$ cat config.mk
export PLATFORM = sky130hd
export DESIGN_NAME = cla_mp_seq_adder
export DESIGN_NICKNAME = d
export VERILOG_FILES = /design/src/rtl/cla_mp_seq_adder.sv
export SDC_FILE = /design/constraint.sdc
export NUM_CORES = 1
export LEC_CHECK = 0
export BUFFER_PORTS_ARGS = -buffer_cell sky130_fd_sc_hd__buf_2
export CAP_MARGIN = 30
export CORE_ASPECT_RATIO = 1.4
export CORE_MARGIN = 4
export CORE_UTILIZATION = 30
export CTS_CLUSTER_SIZE = 40
export DETAILED_ROUTE_END_ITERATION = 8
export PLACE_DENSITY = 0.46
export SLEW_MARGIN = 40
export SYNTH_ARGS = -nofsm -noshare
export SYNTH_HDL_FRONTEND = slang
export SYNTH_SLANG_ARGS = --single-unit
$ cat constraint.sdc
create_clock -name clk -period 7.8 [get_ports clk]
set_input_delay 0 -clock clk [delete_from_list [all_inputs] [get_ports clk]]
set_output_delay 0 -clock clk [all_outputs]
set_load 0.03 [all_outputs]
$ cat src/rtl/cla_mp_seq_adder.sv
// Multi-precision sequential adder: one 16-bit CLA, one limb per clock, LSB first.
// Ports: clk, rst (sync, active-high); in_valid/in_ready with a_in, b_in, cin
// (and sub when CLA_MP_SUB_EN is defined); out_valid/out_ready with sum, cout, ovf.
// CLA_MP_SUB_EN: adds the sub port; sub=1 inverts B limbs and the initial carry.

module cla_16bit (
  input  logic [15:0] din1,
  input  logic [15:0] din2,
  input  logic        cin,
  output logic [15:0] dout,
  output logic        cout,
  output logic        pg,
  output logic        gg
);
  logic [15:0] w_p, w_g;
  logic [3:0]  w_gp, w_gg;
  logic [4:0]  w_gc;
  logic [15:0] w_c;

  assign w_p = din1 ^ din2;
  assign w_g = din1 & din2;

  always_comb begin
    for (int k = 0; k < 4; k++) begin
      w_gp[k] = &w_p[4*k +: 4];
      w_gg[k] = w_g[4*k+3]
              | (w_p[4*k+3] & w_g[4*k+2])
              | (w_p[4*k+3] & w_p[4*k+2] & w_g[4*k+1])
              | (w_p[4*k+3] & w_p[4*k+2] & w_p[4*k+1] & w_g[4*k]);
    end
  end

  // Group carries resolved by lookahead from cin.
  assign w_gc[0] = cin;
  assign w_gc[1] = w_gg[0] | (w_gp[0] & cin);
  assign w_gc[2] = w_gg[1] | (w_gp[1] & w_gg[0])
                 | (w_gp[1] & w_gp[0] & cin);
  assign w_gc[3] = w_gg[2] | (w_gp[2] & w_gg[1])
                 | (w_gp[2] & w_gp[1] & w_gg[0])
                 | (w_gp[2] & w_gp[1] & w_gp[0] & cin);
  assign w_gc[4] = w_gg[3] | (w_gp[3] & w_gc[3]);

  always_comb begin
    for (int k = 0; k < 4; k++) begin
      w_c[4*k] = w_gc[k];
      for (int j = 1; j < 4; j++)
        w_c[4*k+j] = w_g[4*k+j-1] | (w_p[4*k+j-1] & w_c[4*k+j-1]);
    end
  end

  assign dout = w_p ^ w_c;
  assign cout = w_gc[4];
  assign pg   = &w_gp;
  assign gg   = w_gg[3] | (w_gp[3] & w_gg[2])
              | (w_gp[3] & w_gp[2] & w_gg[1])
              | (w_gp[3] & w_gp[2] & w_gp[1] & w_gg[0]);
endmodule

module cla_mp_seq_adder #(
  parameter int LIMBS = 4
) (
  input  logic                clk,
  input  logic                rst,
  input  logic                in_valid,
  output logic                in_ready,
  input  logic [16*LIMBS-1:0] a_in,
  input  logic [16*LIMBS-1:0] b_in,
  input  logic                cin,
`ifdef CLA_MP_SUB_EN
  input  logic                sub,
`endif
  output logic                out_valid,
  input  logic                out_ready,
  output logic [16*LIMBS-1:0] sum,
  output logic                cout,
  output logic                ovf
);
  localparam int W  = 16 * LIMBS;
  localparam int IW = $clog2(LIMBS);

  typedef enum logic [1:0] {S_IDLE, S_RUN, S_DONE} state_t;

  state_t         r_state, w_next;
  logic [W-1:0]   r_a, r_b, r_sum;
  logic [IW-1:0]  r_idx;
  logic           r_carry, r_cout, r_ovf;
  logic           w_accept, w_last;
  logic [15:0]    w_a_limb, w_b_limb, w_beff, w_dout;
  logic           w_cla_cout, w_cin0;

`ifdef CLA_MP_SUB_EN
  logic r_sub;
  assign w_beff = r_sub ? ~w_b_limb : w_b_limb;
  assign w_cin0 = sub ? ~cin : cin;
`else
  assign w_beff = w_b_limb;
  assign w_cin0 = cin;
`endif

  assign w_a_limb = r_a[16*r_idx +: 16];
  assign w_b_limb = r_b[16*r_idx +: 16];
  assign w_last   = (r_idx == IW'(LIMBS - 1));

  cla_16bit u_cla (
    .din1 (w_a_limb),
    .din2 (w_beff),
    .cin  (r_carry),
    .dout (w_dout),
    .cout (w_cla_cout),
    .pg   (),
    .gg   ()
  );

  always_comb begin
    w_next    = r_state;
    in_ready  = 1'b0;
    out_valid = 1'b0;
    w_accept  = 1'b0;
    unique case (r_state)
      S_IDLE: begin
        in_ready = 1'b1;
        if (in_valid) begin
          w_accept = 1'b1;
          w_next   = S_RUN;
        end
      end
      S_RUN: begin
        if (w_last) w_next = S_DONE;
      end
      S_DONE: begin
        out_valid = 1'b1;
        in_ready  = out_ready;
        if (out_ready) begin
          w_accept = in_valid;
          w_next   = in_valid ? S_RUN : S_IDLE;
        end
      end
      default: w_next = S_IDLE;
    endcase
  end

  always_ff @(posedge clk) begin
    if (rst) begin
      r_state <= S_IDLE;
      r_a     <= '0;
      r_b     <= '0;
      r_sum   <= '0;
      r_idx   <= '0;
      r_carry <= 1'b0;
      r_cout  <= 1'b0;
      r_ovf   <= 1'b0;
`ifdef CLA_MP_SUB_EN
      r_sub   <= 1'b0;
`endif
    end else begin
      r_state <= w_next;
      if (w_accept) begin
        r_a     <= a_in;
        r_b     <= b_in;
        r_idx   <= '0;
        r_carry <= w_cin0;
`ifdef CLA_MP_SUB_EN
        r_sub   <= sub;
`endif
      end else if (r_state == S_RUN) begin
        r_sum[16*r_idx +: 16] <= w_dout;
        r_carry <= w_cla_cout;
        r_idx   <= r_idx + 1'b1;
        if (w_last) begin
          r_cout <= w_cla_cout;
          // Sign of A vs effective B vs result, all on the top limb.
          r_ovf  <= (r_a[W-1] == w_beff[15]) && (w_dout[15] != r_a[W-1]);
        end
      end
    end
  end

  assign sum  = r_sum;
  assign cout = r_cout;
  assign ovf  = r_ovf;
endmodule

; ---- Word level (Yosys, flattened, before mapping)
; Cells that the tools add are included.
[classes]
add_sub_neg = 2
mul = 0
div = 0
n_lt_le_gt_ge = 0
n_eq_ne = 8
n_shift = 4
mux = 13
bitwise_logic = 77
reduce_logical = 11
[ops]
columns = operator, count
row1 = $shiftx A64 B7 Y16, 2
row2 = $bwmux W64, 1
row3 = $shift A16 B34 Y64 const A, 1
row4 = $shiftx A16 B34 Y64, 1
row5 = $and A1 B1 Y1, 42
row6 = $neg A6 Y34, 1
row7 = $xor A16 B16 Y16, 2
row8 = $or A1 B1 Y1, 31
row9 = $and A16 B16 Y16, 1
row10 = $reduce_and A4 Y1, 4
row11 = $mux W1, 6
row12 = $mux W2, 3
row13 = $ne A2 B2 Y1 const B, 3
row14 = $pmux W2 S3, 1
row15 = $reduce_and A3 Y1, 2
row16 = $eq A2 B2 Y1 const B, 2
row17 = $pmux W1 S2, 2
row18 = $add A2 B1 Y2 const B, 1
row19 = $eq A2 B1 Y1 const B, 1
row20 = $logic_not A2 Y1, 1
row21 = $reduce_and A2 Y1, 1
row22 = $reduce_bool A2 Y1, 1
row23 = $reduce_or A2 Y1, 1
row24 = $eq A1 B1 Y1, 1
row25 = 3 further kinds, 3
[word_totals]
reg_bits = 199
latchBits = 0
ram_bits = 0
mem_bits_ro = 0
n_memories = 0

; ---- Longest topological paths before layout
; Gate-level depths: netlist of the first run.
[depth]
depth_word = 19
ltp_mapped = 16

; ---- Hierarchy
; A second synthesis of the first run with hierarchy kept.
[unflattened]
cells_unflattened = 940
hier_area_um2 = 8903.5
[modules_own_cells]
columns = mod, instances, cells_per_inst, area_per_inst_um2
row1 = cla_mp_seq_adder, 1, 865, 8179.1
row2 = cla_16bit, 1, 75, 724.4

; ---- Worst setup path after synthesis of the first run
; Ideal clock, no wire load.
[synth_timing]
path_kind = reg2reg
from = register r_idx[0]
to = register r_ovf, in the netlist ovf
arrival_ps = 4114
slack_ps = 3595
stages_incl_launch_ff = 16
n_path_buf = 2
cell_sequence = dfxtp_1 > buf_6 > clkbuf_1 > mux4_2 > ha_1 > a21oi_1 > nor2_1 > o311ai_0 > a22o_1 > fa_1 > fa_1 > inv_1 > fa_1 > xnor2_1 > or3_1 > a311oi_1
[synth_via]
elab_chain_len = 19
[synth_lines]
columns = element, line
row1 = start: declaration, 85  ; logic [IW-1:0] r_idx;
row2 = start signal: assignment, 168  ; r_idx <= r_idx + 1'b1;
row3 = "$shiftx A64 B7 Y16, on equally long branches", "100, 101"
row4 = $xor A16 B16 Y16 / $and A16 B16 Y16 (equally long branches), "20, 21"
row5 = "$and A1 B1 Y1, on equally long branches", "27, 28, 29"
row6 = $or A1 B1 Y1 (tied with other cells), 27  ; | (w_p[4*k+3] & w_g[4*k+2])
row7 = $or A1 B1 Y1 / $and A1 B1 Y1 (equally long branches), "28, 29"
row8 = $or A1 B1 Y1, 29  ; | (w_p[4*k+3] & w_p[4*k+2] & w_p[4*k+1] & w_g[4*k]);
row9 = $and A1 B1 Y1, 38  ; assign w_gc[3] = w_gg[2] | (w_gp[2] & w_gg[1])
row10 = $or A1 B1 Y1, 38
row11 = (+3 left out), n/a
row12 = $or A1 B1 Y1, 47  ; w_c[4*k+j] = w_g[4*k+j-1] | (w_p[4*k+j-1] & w_c[4*k+j-1]);
row13 = $and A1 B1 Y1, 47
row14 = $or A1 B1 Y1, 47
row15 = $and A1 B1 Y1, 47
row16 = $or A1 B1 Y1, 47
row17 = $xor A16 B16 Y16, 51  ; assign dout = w_p ^ w_c;
row18 = $ne A1 B1 Y1, 172  ; r_ovf <= (r_a[W-1] == w_beff[15]) && (w_dout[15] != r_a[W-1]);
row19 = $logic_and A1 B1 Y1, 172
row20 = end signal: assignment, 172
row21 = end: declaration, 86  ; logic r_carry, r_cout, r_ovf;
; Parallel ways exist; a longest one is shown, timed or not.
; A chain may end at the register's enable or synchronous reset.

; ---- Final worst setup path of the first run
; Ends and elaborated chain as after synthesis.

==> impl_metrics.py, run 1 <==
metrics = {
    "setup_path": {
        "arrival_ns": 4.84,
        "slowest_stage": "dfxtp_4",
        "start_kind": "register",
        "cpPeakStageDelay_ns": 0.65,
        "critPathMostFrequentCell": "fa_1",
        "critPathCaptureType": "register",
        "critical_path_class": "register to register",
        "cp_max_fo": 25,
        "path_cells": "buf_4, mux4_2, ha_1, and3_1, a221oi_1, and3_1, a22o_1, fa_1, fa_1, inv_1, fa_1, xnor2_1, or3_1, a311oi_1",
        "cp.required_ns": 8.13,
    },
    "placed_design": {
        "numPlacedInstances": 1460,
        "globalplace.congestion": 0.772,
        "placement.io_buffers": 200,
        "dp_hpwl_mm": 19.7,
        "pre_cts_ws_ns": 2.99,
    },
    "hold_path": {
        "hp-class": "input pin to register",
    },
    "grt": {
        "busiest_layer": "met2",
        "use_met2_pct": 33.4,
        "antenna_found_initial": 0,
        "grtUsageMet1_pct": 21.6,
        "grt_pass1_vias": 7904,
        "met3_usage_pct": 2.52,
        "overflow": 0,
        "grt.total_usage_pct": 18.3,
        "grt_max_degree": 118,
        "grt_pass1_wl_mm": 43.4,
    },
    "power_and_ir_drop": {
        "pwr_density_cell_mw_per_mm2": 198,
        "swShare_pct": 27.2,
        "pwr-share-comb_pct": 15.8,
        "peakVddDrop_mv": 0.133,
        "p_int_uw": 1660,
        "power_leakage_uw": 0.00477,
        "p_sw_uw": 622,
        "power_frac_clock_pct": 36.2,
        "p_seq_share_pct": 48.0,
    },
    "yosys": {
        "syn_avg_cell_area_sq_um": 8.89,
        "synth_common_cells": "257 x nand2_1, 199 x dfxtp_1, 137 x a21oi_1, 73 x nor2_1, 64 x a22oi_1",
        "ys_warn_count": 0,
        "synth_top_area_share_pct": 47.4,
        "synth_top_cell_by_area": "dfxtp_1",
        "synth_edf_count": 0,
        "ys_types": 37,
        "synth_nets": 1113,
        "synth_ff_type": "dfxtp_1",
        "synthTopCellsByArea": "dfxtp_1 47%, nand2_1 11%, mux4_2 8.6%",
        "synth_seq_cells": 199,
        "synth_most_common_cell": "nand2_1",
        "seq_area_frac_synth_pct": 47.4,
        "syn_inst": 946,
        "async_flop_share_pct": 0,
        "synthesis.area_sq_mm": 0.00841,
    },
    "sta": {
        "final-hold-violation-count": 0,
        "fin_setup_tns_ns": 0,
        "worst_pin_slew_ns": 0.754,
        "holdWs_ns": 0.0219,
        "setup_slack_ns": 3.29,
        "setup_viol": 0,
        "finalCritPeriodShare_pct": 57.8,
        "relSlewSlack_pct": 49.4,
        "rsz0062_at_grt": "no",
        "finalCriticalPeriod_ns": 4.51,
        "clock_skew_ns": 0.0104,
        "slew_viol_final": 0,
        "max_freq_ghz": 0.222,
    },
    "routing": {
        "viasPerCell": 4.72,
        "drt_pass1_iterations": 4,
        "routed_wl_mm": 28.2,
        "wl_per_cell_um": 17.4,
        "ant_nets": 0,
        "route.detailed.drc": 0,
        "vias": 7641,
        "drtIter0Drc": 335,
    },
    "clocking": {
        "cts-root-buf": "clkbuf_16",
        "cts_max_level": 4,
        "postCtsSetupBuffers": 0,
        "cts_made_buffers": 17,
        "cts.clk_slew.worst_paths_ns": 0.07,
        "cts_tree": "yes",
        "clock_path_buffers": 2,
        "cts.sinks": 199,
        "clk_latency_ns": 0.43,
    },
    "floorplan": {
        "die_h_um": 206,
        "io_pins": 201,
        "core_area_sq_mm": 0.0277,
        "start_util_pct": 30.4,
        "die_area_sq_mm": 0.0308,
        "rows": 72,
        "die_x_um": 150,
    },
    "layout": {
        "utilization_pct": 41.7,
        "finalNetCount": 1406,
        "final_layout_size_suffix_gt1_share_pct": 22.5,
        "syn_to_final_growth_pct": 37.2,
        "fin_cells": 1620,
        "antenna_cells": 0,
    },
    "status": {
        "status": "completed",
    },
    "job": {
        "cap_viol_max_count": 0,
    },
}
final timing paths:
| check | startpoint | to | slack (ns) | cells after the start |
|---|---|---|---|---|
| setup / recovery | r_idx[0]$_SDFFE_PP0N_ | ovf$_SDFFE_PP0P_ | 3.29 | 14 |
| hold / removal | rst | sum[6]$_SDFFE_PP0P_ | 0.02 | 2 |
| setup reg to reg | r_idx[0]$_SDFFE_PP0N_ | ovf$_SDFFE_PP0P_ | 3.29 | 14 |
| hold reg to reg | r_a[47]$_SDFFE_PP0P_ | r_a[47]$_SDFFE_PP0P_ | 0.45 | 2 |
logic make-up after synthesis:
family	count (synthesis)	synth area share, %
AND/OR/NAND/NOR	360	17.4
AO/OA/AOI/OAI	213	15.0
flip-flops	199	47.4
buffers and inverters	102	4.94
adder cells (fa/ha/maj)	34	6.13
multiplexers	32	8.57
XOR/XNOR	6	0.625
critical path: cells and delay by family, from the launching register on:
family / cells / cell delay, ns
XOR/XNOR: 1 / 0.16
adder cells (fa/ha/maj): 4 / 1.09
AND/OR/NAND/NOR: 3 / 0.73
AO/OA/AOI/OAI: 3 / 0.77
buffers and inverters: 2 / 0.45
multiplexers: 1 / 0.56
flip-flops: 1 / 0.65
layer usage:
metal | wire, um | share of wire (%)
met1 | 11700 | 42
met2 | 14600 | 52
met3 | 1010 | 3.6
met4 | 851 | 3.0
met5 | 0 | 0
layout make-up:
cell class / instances / area [sq um]
Timing Repair Buffer: 341 / 2400
Clock inverter: 8 / 77.6
Sequential cell: 199 / 3990
Fill cell: 2826 / 16100
Inverter: 35 / 131
Clock buffer: 22 / 454
Multi-Input combinational cell: 645 / 4030
Tap cell: 370 / 463
state kept, by name, summed over array words and instances (netlist names):
signal,cells
ovf,1
r_idx,2
cout,1
r_state,2
r_carry,1
r_a,64
r_b,64
sum,64
timing repair:
action                                 CTS  global route
hold buffers                           130             0
endpoints found under the hold margin  131             0
resized for setup                        0             0
cells in the final DEF, fill, tap and decap left out, drive strengths merged, types with 2 or more instances in the layout:
cell / netlist / routed
buf: 16 / 211
clkinv: 0 / 5
ha: 22 / 22
nand2b: 4 / 4
fa: 12 / 12
clkbuf: 51 / 22
inv: 35 / 35
or3: 2 / 2
clkinvlp: 0 / 2
a21oi: 137 / 137
a311oi: 2 / 2
nand4: 2 / 2
dfxtp: 199 / 199
nor2b: 4 / 4
xnor2: 5 / 5
and3: 2 / 2
a21o: 4 / 4
nand2: 260 / 260
nand3: 2 / 2
and2: 2 / 2
nor2: 73 / 73
nor3: 6 / 6
dlygate4sd3: 0 / 130
a22oi: 64 / 64
mux4: 32 / 32
power groups by stage:
stage	registers [uW]	clock network, uW	logic [uW]
after detailed placement	1120	0	316
after floorplan	1110	0	198
after CTS	1100	850	367
final	1100	828	362
after global routing	1100	889	402
after global placement	1120	0	312
stage by stage:
stage / power [uW] / cell area, sq um
floorplan: 1310 / 8410
global placement: 1430 / 9680
detailed placement: 1440 / 9710
CTS: 2310 / 11500
global route: 2390 / 11500
finish: 2290 / 11500
Note: power is estimated with default switching activity, not from simulation.
==> run 2, diff against run 1 <==
--- a/config.mk
+++ b/config.mk
@@ -5,6 +5,7 @@
 export SDC_FILE = /design/constraint.sdc
 export NUM_CORES = 1
 export LEC_CHECK = 0
+export ABC_AREA = 1
 export BUFFER_PORTS_ARGS = -buffer_cell sky130_fd_sc_hd__buf_2
 export CAP_MARGIN = 30
 export CORE_ASPECT_RATIO = 1.4
@@ -12,7 +13,7 @@
 export CORE_UTILIZATION = 30
 export CTS_CLUSTER_SIZE = 40
 export DETAILED_ROUTE_END_ITERATION = 8
-export PLACE_DENSITY = 0.46
+export PLACE_DENSITY = 0.47
 export SLEW_MARGIN = 40
 export SYNTH_ARGS = -nofsm -noshare
 export SYNTH_HDL_FRONTEND = slang
==> constraint.sdc (replaced) <==
create_clock -name clk -period 3.9 [get_ports clk]
set_input_delay 0 -clock clk [delete_from_list [all_inputs] [get_ports clk]]
set_output_delay 0 -clock clk [all_outputs]
set_load 0.03 [all_outputs]
==> impl_metrics.py, run 2 <==
metrics = {
    "sta": {
        "fin_setup_tns_ns": 0,
        "slew_viol_final": 0,
        "finalCritPeriodShare_pct": 93.1,
        "max_freq_ghz": 0.275,
        "setup_viol": 0,
        "rsz0062_at_grt": "no",
        "relSlewSlack_pct": 46.0,
        "final-hold-violation-count": 0,
        "worst_pin_slew_ns": 0.810,
        "clock_skew_ns": 0.0145,
        "finalCriticalPeriod_ns": 3.63,
    },
    "job": {
        "cap_viol_max_count": 0,
    },
    "routing": {
        "wl_met2_mm": 17.1,
        "wl_per_cell_um": 17.2,
        "vias": 8989,
        "drtIter0Drc": 523,
        "routed_wl_mm": 32.3,
        "viasPerCell": 4.77,
        "wl_met3_mm": 1.36,
        "met1_length_mm": 13.2,
        "drt_pass1_iterations": 5,
        "route.detailed.drc": 0,
        "ant_nets": 0,
        "routed.top_layer": "met4",
    },
    "floorplan": {
        "die_h_um": 211,
        "core_area_sq_mm": 0.0292,
        "start_util_pct": 30.4,
        "die_x_um": 153,
        "die_area_sq_mm": 0.0324,
        "rows": 74,
        "io_pins": 201,
    },
    "grt": {
        "grt_max_degree": 177,
        "overflow": 0,
        "grt.total_usage_pct": 19.4,
        "grt_pass1_wl_mm": 49.1,
        "grt_pass1_vias": 8944,
        "antenna_found_initial": 0,
    },
    "clocking": {
        "cts_made_buffers": 17,
        "clk_latency_ns": 0.44,
        "cts.clk_slew.worst_paths_ns": 0.08,
        "clock_path_buffers": 2,
        "cts_max_level": 4,
        "cts_tree": "yes",
        "cts.sinks": 199,
        "cts-root-buf": "clkbuf_16",
    },
    "status": {
        "status": "completed",
    },
    "yosys": {
        "syn_inst": 1193,
        "synth_top_area_share_pct": 44.9,
        "synth_common_cells": "345 x nand2_1, 199 x dfxtp_1, 185 x a21oi_1, 94 x inv_1, 89 x nor2_1",
        "async_flop_share_pct": 0,
        "synthTopCellsByArea": "dfxtp_1 45%, nand2_1 15%, a21oi_1 10%",
        "synth_nets": 1360,
        "synth_seq_cells": 199,
        "synth_ff_type": "dfxtp_1",
        "synthesis.area_sq_mm": 0.00887,
        "seq_area_frac_synth_pct": 44.9,
        "ys_types": 35,
        "syn_avg_cell_area_sq_um": 7.44,
        "synth_most_common_cell": "nand2_1",
        "ys_warn_count": 0,
        "synth_edf_count": 0,
        "synth_top_cell_by_area": "dfxtp_1",
    },
    "setup_path": {
        "path_buf_inv": 3,
        "critPathMostFrequentCell": "fa_1",
        "rrSetupSlack_ns": 0.27,
        "crit_family": "adder cells",
        "r2r-start": "r_idx[0]$_SDFFE_PP0N_",
        "r2r_end": "sum[43]$_SDFFE_PP0P_",
        "start_kind": "register",
        "r2r_cells": 15,
        "cp.required_ns": 4.19,
        "path_cells": "buf_12, buf_4, nand2_1, a32oi_1, ha_1, nand2_1, nor2_1, a21oi_1, fa_1, fa_1, fa_1, xor2_1, inv_1, nand3_1, a21oi_1",
        "cp_max_fo": 39,
        "cpPeakStageDelay_ns": 0.40,
        "critPathCaptureType": "register",
        "arrival_ns": 3.93,
        "slowest_stage": "dfxtp_4",
        "critical_path_class": "register to register",
    },
    "layout": {
        "finalNetCount": 1658,
        "utilization_pct": 41.8,
        "mostFrequentLayoutCells": "345 x nand2_1, 199 x buf_2, 198 x dfxtp_1, 185 x a21oi_1, 128 x dlygate4sd3_1",
        "antenna_cells": 0,
        "fin_cells": 1884,
        "final_common_cell": "nand2_1",
        "final_layout_size_suffix_gt1_share_pct": 18.8,
        "syn_to_final_growth_pct": 37.3,
    },
    "power_and_ir_drop": {
        "p_total_uw": 4790,
        "peakVddDrop_mv": 0.218,
        "power_leakage_uw": 0.00519,
        "pwr_density_cell_mw_per_mm2": 393,
    },
    "placed_design": {
        "globalplace.congestion": 0.834,
        "placement.io_buffers": 200,
        "dp_hpwl_mm": 22.9,
        "numPlacedInstances": 1722,
    },
    "hold_path": {
        "hold_depth": 3,
        "holdCritStartpoint": "a_in[1]",
        "hp-class": "input pin to register",
        "holdPathEnd": "r_a[1]$_SDFFE_PP0P_",
    },
}
## run 2: changes by cell type after synthesis, sizes merged, moves of 22 or more
cell   previous run  this run
inv              35        98
nand2           260       349
a22oi            64        24
buf              16        38
a32oi             0        30
a21oi           137       186
o21ai             0        46
mux4             32         0
## run 2: kinds of logic after synthesis
kind of cell	Yosys count	share of synthesized area, %
compound gates	299	19.1
xor+xnor	4	0.395
fa+ha+maj	34	5.81
buf+inv	179	8.29
flops	199	44.9
simple gates	478	21.5
## run 2: worst max-delay path by stage
stage,from,endpoint,cells past startpoint
2_1_floorplan,r_idx[0]$_SDFFE_PP0N_,ovf$_SDFFE_PP0P_,24
3_3_place_gp,r_idx[0]$_SDFFE_PP0N_,sum[26]$_SDFFE_PP0P_,15
3_5_place_dp,r_idx[0]$_SDFFE_PP0N_,sum[26]$_SDFFE_PP0P_,15
4_1_cts,r_idx[0]$_SDFFE_PP0N_,sum[26]$_SDFFE_PP0P_,15
5_1_grt,r_idx[0]$_SDFFE_PP0N_,ovf$_SDFFE_PP0P_,22
6_report,r_idx[0]$_SDFFE_PP0N_,sum[43]$_SDFFE_PP0P_,15
## run 2: where the power goes
part           switching [uW]  total (uW)  internal, uW
clock                     834        1660           826
sequential               61.0        2190          2130
combinational             562         938           376
## run 2: final cells by class
type	count	area [sq um]
fillers	3081	17000
inverters	99	375
repair buffers	359	2620
flip-flops and latches	199	3990
well taps	380	475
multi-input cells	815	4190
clock inverters	13	100
clock buffers	19	433
## run 2: routing by layer
| metal | global-route usage [%] | vias up |
|---|---|---|
| met5 | 0 | - |
| met4 | 6.00 | 0 |
| met3 | 2.99 | 29 |
| met2 | 36.5 | 247 |
| met1 | 22.6 | 4219 |
| li1 | - | 4494 |
## run 2: metrics by stage
step	area [sq um]	setup slack, ns	hold WS [ns]
5_1_grt	12200	0.00226	0.00546
3_3_place_gp	10300	0.123	0.257
2_1_floorplan	8870	0.294	0.143
4_1_cts	12100	0.0587	0.0211
3_5_place_dp	10300	0.0753	0.257
6_report	12200	0.268	0.0245
## run 2: worst reg2reg max path, cell delays in order (launching register included)
cell     delay, ns
dfxtp_4       0.40
buf_12        0.22
buf_4         0.21
nand2_1       0.05
a32oi_1       0.31
ha_1          0.23
nand2_1       0.07
nor2_1        0.13
a21oi_1       0.10
fa_1          0.38
fa_1          0.39
fa_1          0.38
xor2_1        0.30
inv_1         0.14
nand3_1       0.10
a21oi_1       0.07
## run 2: repair_timing
item	CTS	global route
setup endpoints to repair	0	22
endpoints found under the hold margin	128	0
setup buffers	0	1
hold buffers	128	0
resized for setup	0	9
==> run 3, diff against run 2 <==
--- a/config.mk
+++ b/config.mk
@@ -14,6 +14,7 @@
 export CTS_CLUSTER_SIZE = 40
 export DETAILED_ROUTE_END_ITERATION = 8
 export PLACE_DENSITY = 0.47
+export SETUP_SLACK_MARGIN = 0.5
 export SLEW_MARGIN = 40
 export SYNTH_ARGS = -nofsm -noshare
 export SYNTH_HDL_FRONTEND = slang
==> constraint.sdc (replaced) <==
create_clock -name clk -period 3.9 [get_ports clk]
set_input_delay 0.195 -clock clk [delete_from_list [all_inputs] [get_ports clk]]
set_output_delay 0.195 -clock clk [all_outputs]
set_load 0.03 [all_outputs]
==> impl_metrics.py, run 3 (synthesis results as in run 2) <==
metrics = {
    "clocking": {
        "cts_made_buffers": 17,
        "cts.sinks": 199,
        "cts-root-buf": "clkbuf_16",
        "clk_latency_ns": 0.44,
        "clock_path_buffers": 2,
        "cts.clk_slew.worst_paths_ns": 0.08,
        "cts_tree": "yes",
        "cts_max_level": 4,
    },
    "layout": {
        "fill_cells": 3085,
        "final_common_cell": "nand2_1",
        "final_cell_area_sq_mm": 0.0120,
        "final_layout_size_suffix_gt1_share_pct": 26.1,
        "mostFrequentLayoutCells": "339 x nand2_1, 199 x buf_2, 197 x dfxtp_1, 181 x a21oi_1, 88 x inv_1",
        "finalNetCount": 1585,
        "antenna_cells": 0,
        "syn_to_final_growth_pct": 35.0,
    },
    "setup_path": {
        "critPathCaptureType": "register",
        "rrSetupSlack_ns": 0.40,
        "cp_max_fo": 7,
        "r2r-start": "r_idx[0]$_SDFFE_PP0N_",
        "crit_start": "r_idx[0]$_SDFFE_PP0N_",
        "cp.required_ns": 4.29,
        "arrival_ns": 3.89,
        "r2r_cells": 20,
        "r2r_end": "ovf$_SDFFE_PP0P_",
        "start_kind": "register",
        "critical_path_class": "register to register",
        "endpoint": "ovf$_SDFFE_PP0P_",
    },
    "sta": {
        "final-hold-violation-count": 0,
        "max_freq_ghz": 0.286,
        "relSlewSlack_pct": 52.2,
        "finalCritPeriodShare_pct": 89.7,
        "rsz0062_at_grt": "yes",
        "clock_skew_ns": 0.0141,
        "fin_setup_tns_ns": 0,
        "setup_viol": 0,
        "slew_viol_final": 0,
        "finalCriticalPeriod_ns": 3.50,
        "worst_pin_slew_ns": 0.717,
    },
    "grt": {
        "grt_pass1_vias": 8544,
        "overflow": 0,
        "antenna_found_initial": 0,
        "grt_pass1_wl_mm": 48.6,
        "grt.total_usage_pct": 19.4,
        "grt_max_degree": 132,
    },
    "placed_design": {
        "placed_area_sq_mm": 0.0102,
        "placement.io_buffers": 200,
        "dp_hpwl_mm": 23.3,
        "globalplace.congestion": 0.837,
    },
    "routing": {
        "wl_per_cell_um": 18.3,
        "viasPerCell": 4.86,
        "vias": 8794,
        "routed_wl_mm": 33.2,
        "drtIter0Drc": 445,
        "drt_pass1_iterations": 5,
        "route.detailed.drc": 0,
        "ant_nets": 0,
    },
    "job": {
        "cap_viol_max_count": 0,
    },
    "floorplan": {
        "die_h_um": 211,
        "io_pins": 201,
        "rows": 74,
        "die_x_um": 153,
        "start_util_pct": 30.4,
        "core_area_sq_mm": 0.0292,
        "die_area_sq_mm": 0.0324,
    },
    "power_and_ir_drop": {
        "p_total_uw": 4900,
        "p_int_uw": 3380,
        "p_sw_uw": 1520,
        "peakVddDrop_mv": 0.286,
        "pwr_density_cell_mw_per_mm2": 409,
        "swShare_pct": 31.0,
        "power_frac_clock_pct": 34.7,
        "power_leakage_uw": 0.00500,
        "pwr-share-comb_pct": 20.3,
        "p_seq_share_pct": 45.0,
    },
    "hold_path": {
        "hp-class": "input pin to register",
    },
    "status": {
        "status": "completed",
    },
}
[run 3: cell count changes in the layout (fill, tap and decap cells not counted), sizes merged]
cell and change:
dlygate4sd3 -86, buf +7, clkbuf +6, clkinvlp +4, clkinv -3, inv -2
[run 3: through the flow]
| stage | util (%) | cells | setup WS, ns | hold slack, ns |
|---|---|---|---|---|
| final | 41.1 | 1810 | 0.402 | 0.0159 |
| after global routing | 41.1 | 1810 | 0.189 | 0.0116 |
| after CTS | 39.2 | 1794 | 0.478 | 0.000274 |
| after detailed placement | 35.0 | 1712 | 0.149 | 0.451 |
| after global placement | 35.0 | 1711 | 0.191 | 0.448 |
| after floorplan | - | 1193 | 0.519 | 0.338 |
[run 3: worst min path at each step]
| stage | from | endpoint | slack [ns] | depth (start not counted) |
|---|---|---|---|---|
| after global placement | r_a[10]$_SDFFE_PP0P_ | r_a[10]$_SDFFE_PP0P_ | 0.45 | 2 |
| after detailed placement | r_b[10]$_SDFFE_PP0P_ | r_b[10]$_SDFFE_PP0P_ | 0.45 | 2 |
| after floorplan | a_in[47] | r_a[47]$_SDFFE_PP0P_ | 0.34 | 2 |
| after global routing | a_in[57] | r_a[57]$_SDFFE_PP0P_ | 0.01 | 3 |
| final | a_in[26] | r_a[26]$_SDFFE_PP0P_ | 0.02 | 3 |
| after CTS | b_in[26] | r_b[26]$_SDFFE_PP0P_ | 0.0003 | 3 |
[run 3: per-layer routing]
layer,up-vias,global-route usage [%],wire [um]
met5,-,0,0
met4,0,6.70,955
met3,50,3.35,1470
met2,248,35.3,17300
met1,4146,23.0,13500
li1,4350,-,-
[run 3: power groups by stage]
stage          sequential, uW  clock, uW  combinational [uW]
5_1_grt                  2220       1820                1090
4_1_cts                  2200       1740                 896
3_3_place_gp             2250          0                 806
2_1_floorplan            2240          0                 479
6_report                 2210       1700                 993
3_5_place_dp             2250          0                 816
[run 3: timing repair]
item,4_1_cts,5_1_grt
gates cloned,2,8
hold buffers,42,0
setup endpoints to repair,26,28
hold endpoints to repair,42,0
gates resized for setup,35,71
setup buffers,7,8
pin swaps,7,25
[run 3: layout make-up]
| class | instances | area, sq um | share of cell area [%] |
|---|---|---|---|
| Multi-Input combinational cell | 815 | 4560 | 38.1 |
| Sequential cell | 199 | 3990 | 33.3 |
| Timing Repair Buffer | 286 | 2020 | 16.9 |
| Tap cell | 380 | 475 | 3.97 |
| Clock buffer | 19 | 453 | 3.78 |
| Inverter | 99 | 385 | 3.22 |
| Clock inverter | 12 | 97.6 | 0.815 |
[run 3: worst max-delay path, cell delays in order (launching register included)]
cell and delay (ns):
dfxtp_4 0.53, clkbuf_16 0.23, nand2_1 0.10, a32oi_2 0.26, ha_1 0.31, nand3_1 0.10, nand3_1 0.12, nor2_2 0.14
nand2_2 0.06, nand2_2 0.06, fa_2 0.20, fa_2 0.20, inv_2 0.04, fa_2 0.36, xnor2_2 0.20, inv_1 0.09
nor3_2 0.15, nor2_1 0.06, o21ai_1 0.11, nand2_1 0.06, inv_1 0.06
